[src/rtl/proc_pkg.sv]
// Shared constants for the 9-bit processor control sequencer.
// Holds opcodes, ALU codes, bus select codes and the sequencer state enum.
package proc_pkg;

    localparam logic [2:0] OP_MV  = 3'b000;
    localparam logic [2:0] OP_MVI = 3'b001;
    localparam logic [2:0] OP_ADD = 3'b010;
    localparam logic [2:0] OP_SUB = 3'b011;
    localparam logic [2:0] OP_POP = 3'b100;

    localparam logic [1:0] ALU_NONE = 2'b00;
    localparam logic [1:0] ALU_ADD  = 2'b01;
    localparam logic [1:0] ALU_SUB  = 2'b10;
    localparam logic [1:0] ALU_POP  = 2'b11;

    localparam logic [3:0] SEL_G   = 4'd8;
    localparam logic [3:0] SEL_DIN = 4'd9;

    typedef enum logic [1:0] {
        S_IDLE,
        S_T1,
        S_T2,
        S_T3
    } state_t;

endpackage

[src/rtl/proc_control_if.sv]
// Control bundle between the sequencer (master) and the datapath (slave).
// Carries run/din in and all load strobes, ALU op, bus select, done, busy out.
interface proc_control_if #(
    parameter int DATA_W = 9,
    parameter int NREG   = 8
);
    logic              run;
    logic [DATA_W-1:0] din;
    logic              ir_load;
    logic [NREG-1:0]   r_load;
    logic              a_load;
    logic              g_load;
    logic [1:0]        alu_op;
    logic [3:0]        bus_sel;
    logic              done;
    logic              busy;

    modport master (
        input  run, din,
        output ir_load, r_load, a_load, g_load,
        output alu_op, bus_sel, done, busy
    );

    modport slave (
        output run, din,
        input  ir_load, r_load, a_load, g_load,
        input  alu_op, bus_sel, done, busy
    );
endinterface

[src/rtl/reg_onehot_dec.sv]
// 3-to-8 one-hot decoder with enable, drives the register-file write enables.
// Ports: en (enable), sel (register index), onehot (decoded enables).
module reg_onehot_dec #(
    parameter int N = 8
) (
    input  logic         en,
    input  logic [2:0]   sel,
    output logic [N-1:0] onehot
);
    always_comb begin
        onehot = '0;
        if (en) onehot[sel] = 1'b1;
    end
endmodule

[src/rtl/proc_control.sv]
// Multi-cycle control sequencer: captures an instruction, walks T1..T3.
// Ports: clk, rst_n (async active-low), bus (master modport of control bundle).
module proc_control
    import proc_pkg::*;
#(
    parameter int DATA_W = 9,
    parameter int NREG   = 8
) (
    input  logic           clk,
    input  logic           rst_n,
    proc_control_if.master bus
);
    state_t            state, state_n;
    logic [DATA_W-1:0] ir;
    logic [2:0]        op, rx, ry;
    logic              r_en;

    assign op = ir[8:6];
    assign rx = ir[5:3];
    assign ry = ir[2:0];

    always_ff @(posedge clk or negedge rst_n) begin
        if (!rst_n) begin
            state <= S_IDLE;
            ir    <= '0;
        end else begin
            state <= state_n;
            if (state == S_IDLE && bus.run) ir <= bus.din;
        end
    end

    always_comb begin
        state_n     = state;
        r_en        = 1'b0;
        bus.ir_load = 1'b0;
        bus.a_load  = 1'b0;
        bus.g_load  = 1'b0;
        bus.alu_op  = ALU_NONE;
        bus.bus_sel = SEL_DIN;
        bus.done    = 1'b0;
        unique case (state)
            S_IDLE: begin
                bus.ir_load = bus.run;
                if (bus.run) state_n = S_T1;
            end
            S_T1: begin
                case (op)
                    OP_MV: begin
                        bus.bus_sel = {1'b0, ry};
                        r_en        = 1'b1;
                        bus.done    = 1'b1;
                        state_n     = S_IDLE;
                    end
                    OP_MVI: begin
                        r_en     = 1'b1;
                        bus.done = 1'b1;
                        state_n  = S_IDLE;
                    end
                    OP_ADD, OP_SUB: begin
                        bus.bus_sel = {1'b0, rx};
                        bus.a_load  = 1'b1;
                        state_n     = S_T2;
                    end
                    OP_POP: begin
                        bus.bus_sel = {1'b0, ry};
                        bus.alu_op  = ALU_POP;
                        bus.g_load  = 1'b1;
                        state_n     = S_T2;
                    end
                    default: begin
                        bus.done = 1'b1;
                        state_n  = S_IDLE;
                    end
                endcase
            end
            S_T2: begin
                if (op == OP_ADD || op == OP_SUB) begin
                    bus.bus_sel = {1'b0, ry};
                    bus.alu_op  = (op == OP_ADD) ? ALU_ADD : ALU_SUB;
                    bus.g_load  = 1'b1;
                    state_n     = S_T3;
                end else begin
                    // only pop reaches T2 otherwise
                    bus.bus_sel = SEL_G;
                    r_en        = 1'b1;
                    bus.done    = 1'b1;
                    state_n     = S_IDLE;
                end
            end
            S_T3: begin
                bus.bus_sel = SEL_G;
                r_en        = 1'b1;
                bus.done    = 1'b1;
                state_n     = S_IDLE;
            end
        endcase
    end

    assign bus.busy = (state != S_IDLE);

    reg_onehot_dec #(.N(NREG)) u_dec (
        .en     (r_en),
        .sel    (rx),
        .onehot (bus.r_load)
    );
endmodule

[src/flat_wrapper.sv]
// flat-port wrapper written by rule: the top's interface ports become plain ports
module proc_control_flat import proc_pkg::*;
#(
    parameter int DATA_W = 9,
    parameter int NREG   = 8
)
  (clk, rst_n, bus_run, bus_din, bus_ir_load, bus_r_load, bus_a_load, bus_g_load, bus_alu_op, bus_bus_sel, bus_done, bus_busy);
  proc_control_if #(.DATA_W(DATA_W), .NREG(NREG)) bus_i ();
  input  logic clk;
  input  logic rst_n;
  input wire logic [$bits(bus_i.run)-1:0] bus_run;
  input wire logic [$bits(bus_i.din)-1:0] bus_din;
  output wire logic [$bits(bus_i.ir_load)-1:0] bus_ir_load;
  output wire logic [$bits(bus_i.r_load)-1:0] bus_r_load;
  output wire logic [$bits(bus_i.a_load)-1:0] bus_a_load;
  output wire logic [$bits(bus_i.g_load)-1:0] bus_g_load;
  output wire logic [$bits(bus_i.alu_op)-1:0] bus_alu_op;
  output wire logic [$bits(bus_i.bus_sel)-1:0] bus_bus_sel;
  output wire logic [$bits(bus_i.done)-1:0] bus_done;
  output wire logic [$bits(bus_i.busy)-1:0] bus_busy;
  assign bus_i.run = bus_run;
  assign bus_i.din = bus_din;
  assign bus_ir_load = bus_i.ir_load;
  assign bus_r_load = bus_i.r_load;
  assign bus_a_load = bus_i.a_load;
  assign bus_g_load = bus_i.g_load;
  assign bus_alu_op = bus_i.alu_op;
  assign bus_bus_sel = bus_i.bus_sel;
  assign bus_done = bus_i.done;
  assign bus_busy = bus_i.busy;
  proc_control #(.DATA_W(DATA_W), .NREG(NREG)) u_core (.clk(clk), .rst_n(rst_n), .bus(bus_i));
endmodule
[config.mk]
export PLATFORM = sky130hd
export DESIGN_NAME = proc_control_flat
export DESIGN_NICKNAME = d
export VERILOG_FILES = /design/src/rtl/proc_pkg.sv /design/src/rtl/proc_control_if.sv /design/src/rtl/reg_onehot_dec.sv /design/src/rtl/proc_control.sv /design/src/flat_wrapper.sv
export SDC_FILE = /design/constraint.sdc
export NUM_CORES = 1
export LEC_CHECK = 0
export BUFFER_PORTS_ARGS = -buffer_cell sky130_fd_sc_hd__buf_4
export CAP_MARGIN = 20
export CORE_MARGIN = 5
export CORE_UTILIZATION = 45
export CTS_CLUSTER_DIAMETER = 80
export DETAILED_ROUTE_END_ITERATION = 8
export HOLD_SLACK_MARGIN = 0.02
export PLACE_DENSITY = 0.84
export SYNTH_ARGS = -nofsm -noshare
export SYNTH_HDL_FRONTEND = slang
export SYNTH_SLANG_ARGS = --single-unit
[constraint.sdc]
create_clock -name clk -period 1.7 [get_ports clk]
set_input_delay 0.255 -clock clk [delete_from_list [all_inputs] [get_ports clk]]
set_output_delay 0.255 -clock clk [all_outputs]
set_load 0.03 [all_outputs]
# Yosys cells after proc, flatten, opt, wreduce, memory -nomap -nowiden
# Index checks and enable logic that the tools add are counted.
[word_totals]
reg_bits = 11
latch_bits = 0
ram_bits = 0
mem_bits_ro = 0
in_bits = 12
out_inout_bits = 19
word_cells = 47
n_memories = 0
[classes]
n_addsub = 0
mul = 0
n_div = 0
order_cmp = 2
n_eq_ne = 8
shifts = 0
muxes = 25
bitwise_logic = 0
reduce_logical = 10
[ops]
columns = ["operator", "count"]
rows = [
  ["$mux W2", 6],
  ["$pmux W4 S3", 1],
  ["$mux W1", 9],
  ["$mux W8", 1],
  ["$pmux W2 S4", 1],
  ["$pmux W4 S2", 1],
  ["$eq A3 B2 Y1 const B", 2],
  ["$pmux W1 S3", 2],
  ["$reduce_or A2 Y1", 3],
  ["$eq A2 B2 Y1 const B", 2],
  ["$lt A3 B4 Y1 const B", 1],
  ["$mux W4", 1],
  ["$pmux W2 S2", 1],
  ["$demux W1 S3", 1],
  ["$eq A3 B1 Y1 const B", 1],
  ["$eq A3 B3 Y1 const B", 1],
  ["$ge A3 B1 Y1 const B", 1],
  ["$logic_not A3 Y1", 1],
  ["$reduce_or A3 Y1", 1],
  ["$eq A2 B1 Y1 const B", 1],
  ["$logic_and A1 B1 Y1", 2],
  ["$logic_not A2 Y1", 1],
  ["$ne A2 B2 Y1 const B", 1],
  ["$pmux W1 S2", 1],
  ["2 further kinds", 2],
]

# Logic depth before layout (Yosys ltp)
[depth]
ltp_word = 5
mapped_depth = 6
ltp_nobuf = 5

# Modules after synthesis
# A second synthesis with hierarchy kept.
[unflattened]
hier_cells = 79
area_unflattened_um2 = 815.8
[modules_own_cells]
columns = ["mod", "n_inst", "cells_per_inst", "area_per_inst_um2", "seq_area_each_um2"]
rows = [
  ["proc_control", 1, 71, 719.4, 275.3],
  ["reg_onehot_dec", 1, 8, 96.3, 0.0],
]

# Least setup slack after synthesis
# OpenSTA, ideal clock, no wires.
[synth_path]
path_type = "register -> output"
from = "register u_core.state[0]"
to = "output bus_r_load[3]"
arrival_time_ps = 1803
t_required_ps = 1445
setup_slack_ps = -358
path_stages_with_launch = 7
n_path_buf = 1
cell_sequence = "dfrtp_1 inv_1 ha_1 buf_6 nor2b_1 nand2_1 a211oi_1"
[synth_between]
elab_chain_cells = 3
[synth_lines]
columns = ["element", "line_no", "source"]
rows = [
  ["start, declared", "proc_control.sv:13", "state_t state, state_n;"],
  ["start signal, assigned", "proc_control.sv:27", "state <= state_n;"],
  ["$eq A2 B2 Y1 or $eq A2 B1 Y1 (tied branches)", "proc_control.sv:41", "unique case (state)"],
  ["$pmux W1 S3 *", "proc_control.sv:41", ""],
  ["$mux W8 *", "reg_onehot_dec.sv:12", "if (en) onehot[sel] = 1'b1;"],
  ["end, declared", "flat_wrapper.sv:14", "output wire logic [$bits(bus_i.r_load)-1:0] bus_r_load;"],
]
# Every way passes the cells marked *; elsewhere a longest branch is shown, timed or not.

# Worst setup path after layout
[layout_path]
from = "register u_core.state[1]"
to = "output bus_bus_sel[0]"
[layout_between]
elab_chain_cells = 2
[layout_lines]
columns = ["element", "line_no", "source"]
rows = [
  ["$eq A2 B2 Y1 or $eq A2 B1 Y1 (tied branches)", "proc_control.sv:41", ""],
  ["$pmux W4 S3 *", "proc_control.sv:41", ""],
  ["end, declared", "flat_wrapper.sv:18", "output wire logic [$bits(bus_i.bus_sel)-1:0] bus_bus_sel;"],
]
# Marked as above.

==> impl_metrics.json <==
{
  "outcome": "finished, violations left",
  "violations": "setup timing",
  "yosys_warnings": 0,
  "ios": 31,
  "total_power_w": 0.002937,
  "skew_ns": 0.003237,
  "cts_max_path_buffers": 2,
  "synth_area_per_cell_um2": 8.856,
  "dieWidth_um": 52.09,
  "ant_nets": 0,
  "portBuffers": 30,
  "cts_tree": "built",
  "final_core_util": 0.8835,
  "path_class": "reg -> out",
  "dr_wl_met2_um": 1585,
  "diodes": 0,
  "drtIter0Drc": 47,
  "syn-num-nets": 107,
  "grt_usage": 0.2249,
  "grt_max_degree": 12,
  "first_global_vias": 932,
  "top_layer_used": "met4",
  "setup_viol": 17,
  "worstRegToRegCells": 7,
  "finalMaxSlewViolations": 0,
  "fin_crit_ns": 1.971,
  "period_share": 1.160,
  "met1Wirelength_um": 1118,
  "die_area_mm2": 0.002713,
  "clk_latency_ns": 0.27,
  "ys_ff_latch": 11,
  "cp-start-kind": "flop",
  "wirelength_um": 3048,
  "path_clk_slew_ns": 0.07,
  "min_path_cells": 2,
  "dr.pass1.iters": 5,
  "fillers": 75,
  "vias_per_cell": 5.661,
  "hold_viol_final": 0,
  "clkSinkCount": 11,
  "vdd_drop_max_v": 0.001393,
  "avgRoutedWirePerCell_um": 18.14,
  "drc": 0,
  "vias": 951,
  "htreeDepth": 1,
  "yosysSeqAreaShare": 0.3454,
  "tightestPinTransition_ns": 0.3599,
  "start_util": 0.4667,
  "multiInputGateArea_um2": 670.6,
  "drive_above_1_share": 0.6923,
  "mappedNetlistArea_um2": 797.0,
  "synth_cell_types": 27,
  "required_ns": 1.44,
  "syn2layout_area_growth_pct": 89.33,
  "rows": 15,
  "overflow": 0,
  "seq_area_um2": 275.3,
  "arrival_ns": 1.72,
  "die_y_um": 52.09,
  "num-nets-final": 161,
  "hpwl_um": 1666,
  "synthCells": 90,
  "core_mm2": 0.001708,
  "holdCritPathClass": "in -> reg",
  "cp-end-kind": "output pin",
  "relSlewSlack": 0.7601,
  "grt_pass1_wl_um": 4402,
  "p_per_area_mw_per_mm2": 1946,
  "antenna_found_initial": 0,
  "holdWs_ns": 0.2130,
  "drv_cap": 0,
  "fmax_ghz": 0.5073,
  "wl_met3_um": 169,
  "root_buffer": "clkbuf_4",
  "cts_buffers": 3,
  "setup_slack_ns": -0.2712,
  "leakage_nw": 0.6377,
  "grt_setup_unrepaired": "yes",
  "crit_fanout": 5,
  "gp_congestion": 0.7986
}
## layer usage
metal / GRT usage / vias up
met4: 0.1354 / 0
met3: 0.04011 / 15
met2: 0.3912 / 57
met5: 0 / -
li1: - / 422
met1: 0.2513 / 457
## sequential cells by signal (all words and copies together) (netlist names)
name          count
u_core.state      2
u_core.ir         9
## power breakdown
part	internal [W]	switching [W]	leakage, nW
registers	0.000387	0.000217	0.132
logic	0.00103	0.00112	0.491
clock network	0.0000911	0.0000892	0.0150
## worst max-delay path, cell delays in order, from the launching register on
cell	delay (ns)
dfrtp_1	0.40
buf_4	0.16
ha_4	0.16
and3b_2	0.28
o21ai_2	0.15
nand3b_1	0.13
buf_6	0.17
## layout make-up
cell class / instances / area share
tap: 25 / 0.02073
inverter: 8 / 0.02239
sequential: 11 / 0.1824
multi-input combinational: 70 / 0.4444
timing repair buffer: 50 / 0.3126
clock buffer: 4 / 0.01741
## what timing repair did
item,in CTS,in global routing
setup endpoints to repair,18,19
setup buffers,5,4
pin swaps,14,6
hold endpoints to repair,11,0
resized for setup,41,22
hold buffers,1,0
## path summary, 6_finish.rpt
path | startpoint | to | slack (ns)
min | bus_din[5] | u_core.ir[5] | 0.21
max | u_core.state[1] | bus_bus_sel[0] | -0.27
max in group asynchronous | rst_n | u_core.ir[6] | 1.19
min reg2reg | u_core.ir[1] | u_core.ir[1] | 0.57
max reg2reg | u_core.state[1] | u_core.ir[0] | 0.08
min in group asynchronous | rst_n | u_core.ir[2] | 0.36
## placed cells by master (no fill, tap or decap)
cell type	count
clkbuf_4	3
clkinv_2	1
and2b_2	1
ha_4	5
o21ai_2	4
nor2b_1	2
a211oi_2	1
o21ai_4	2
dlygate4sd3_1	1
mux2_2	7
dfrtp_1	11
o31ai_2	1
a21oi_4	2
buf_6	25
a211oi_4	1
inv_4	1
or2_2	1
a21oi_2	6
and3b_2	2
nor3b_4	1
and4bb_2	1
nor2_2	4
nor3_1	1
o21ai_0	3
clkbuf_1	1
o21a_1	1
a31oi_1	3
inv_1	2
nor2_1	1
buf_4	24
nand2_1	10
nand2b_1	1
a21oi_1	1
nand3_1	5
nand3b_1	1
nand2_8	1
inv_2	4
nor2b_4	1
## per-stage QoR
step | instance area (µm²) | TNS (ns) | setup slack (ns) | std cells
6_report | 1509 | -3.574 | -0.2712 | 168
5_1_grt | 1509 | -5.153 | -0.3416 | 168
4_1_cts | 1408 | -3.245 | -0.2298 | 165
3_5_place_dp | 1175 | -0.2674 | -0.06008 | 155
3_3_place_gp | 1175 | -0.01093 | -0.008053 | 155
2_1_floorplan | 847.1 | -0.2024 | -0.09297 | 90
## cells by family (layout without fill, tap and decap cells)
kind of cell,Yosys count,count (layout),synth area share
AO/OA/AOI/OAI,25,25,0.1994
adder cells (fa/ha/maj),5,5,0.07849
buffers and inverters,9,62,0.05181
flip-flops,11,11,0.3454
multiplexers,7,7,0.09891
AND/OR/NAND/NOR,33,33,0.2261
## cell usage after synthesis
cell,n,share of area
o21ai_4,1,0.020
nand3b_1,1,0.0094
and2b_2,1,0.011
nand2b_1,1,0.0079
o21a_1,1,0.0094
nand3_1,5,0.031
o21ai_0,7,0.044
clkinv_1,1,0.0047
o31ai_2,1,0.016
nor3b_1,1,0.0094
a31oi_1,3,0.024
mux2_2,7,0.099
buf_6,1,0.014
a211oi_1,2,0.019
nand2_2,1,0.0079
nor2_1,5,0.024
nor2b_1,3,0.024
o21ai_2,1,0.011
inv_1,7,0.033
and4bb_1,1,0.016
or2_2,1,0.0079
ha_1,5,0.078
nor3_1,1,0.0063
and3b_2,2,0.025
nand2_1,10,0.047
dfrtp_1,11,0.35
a21oi_1,9,0.057
No activity file was read; power rests on OpenSTA's default activity.
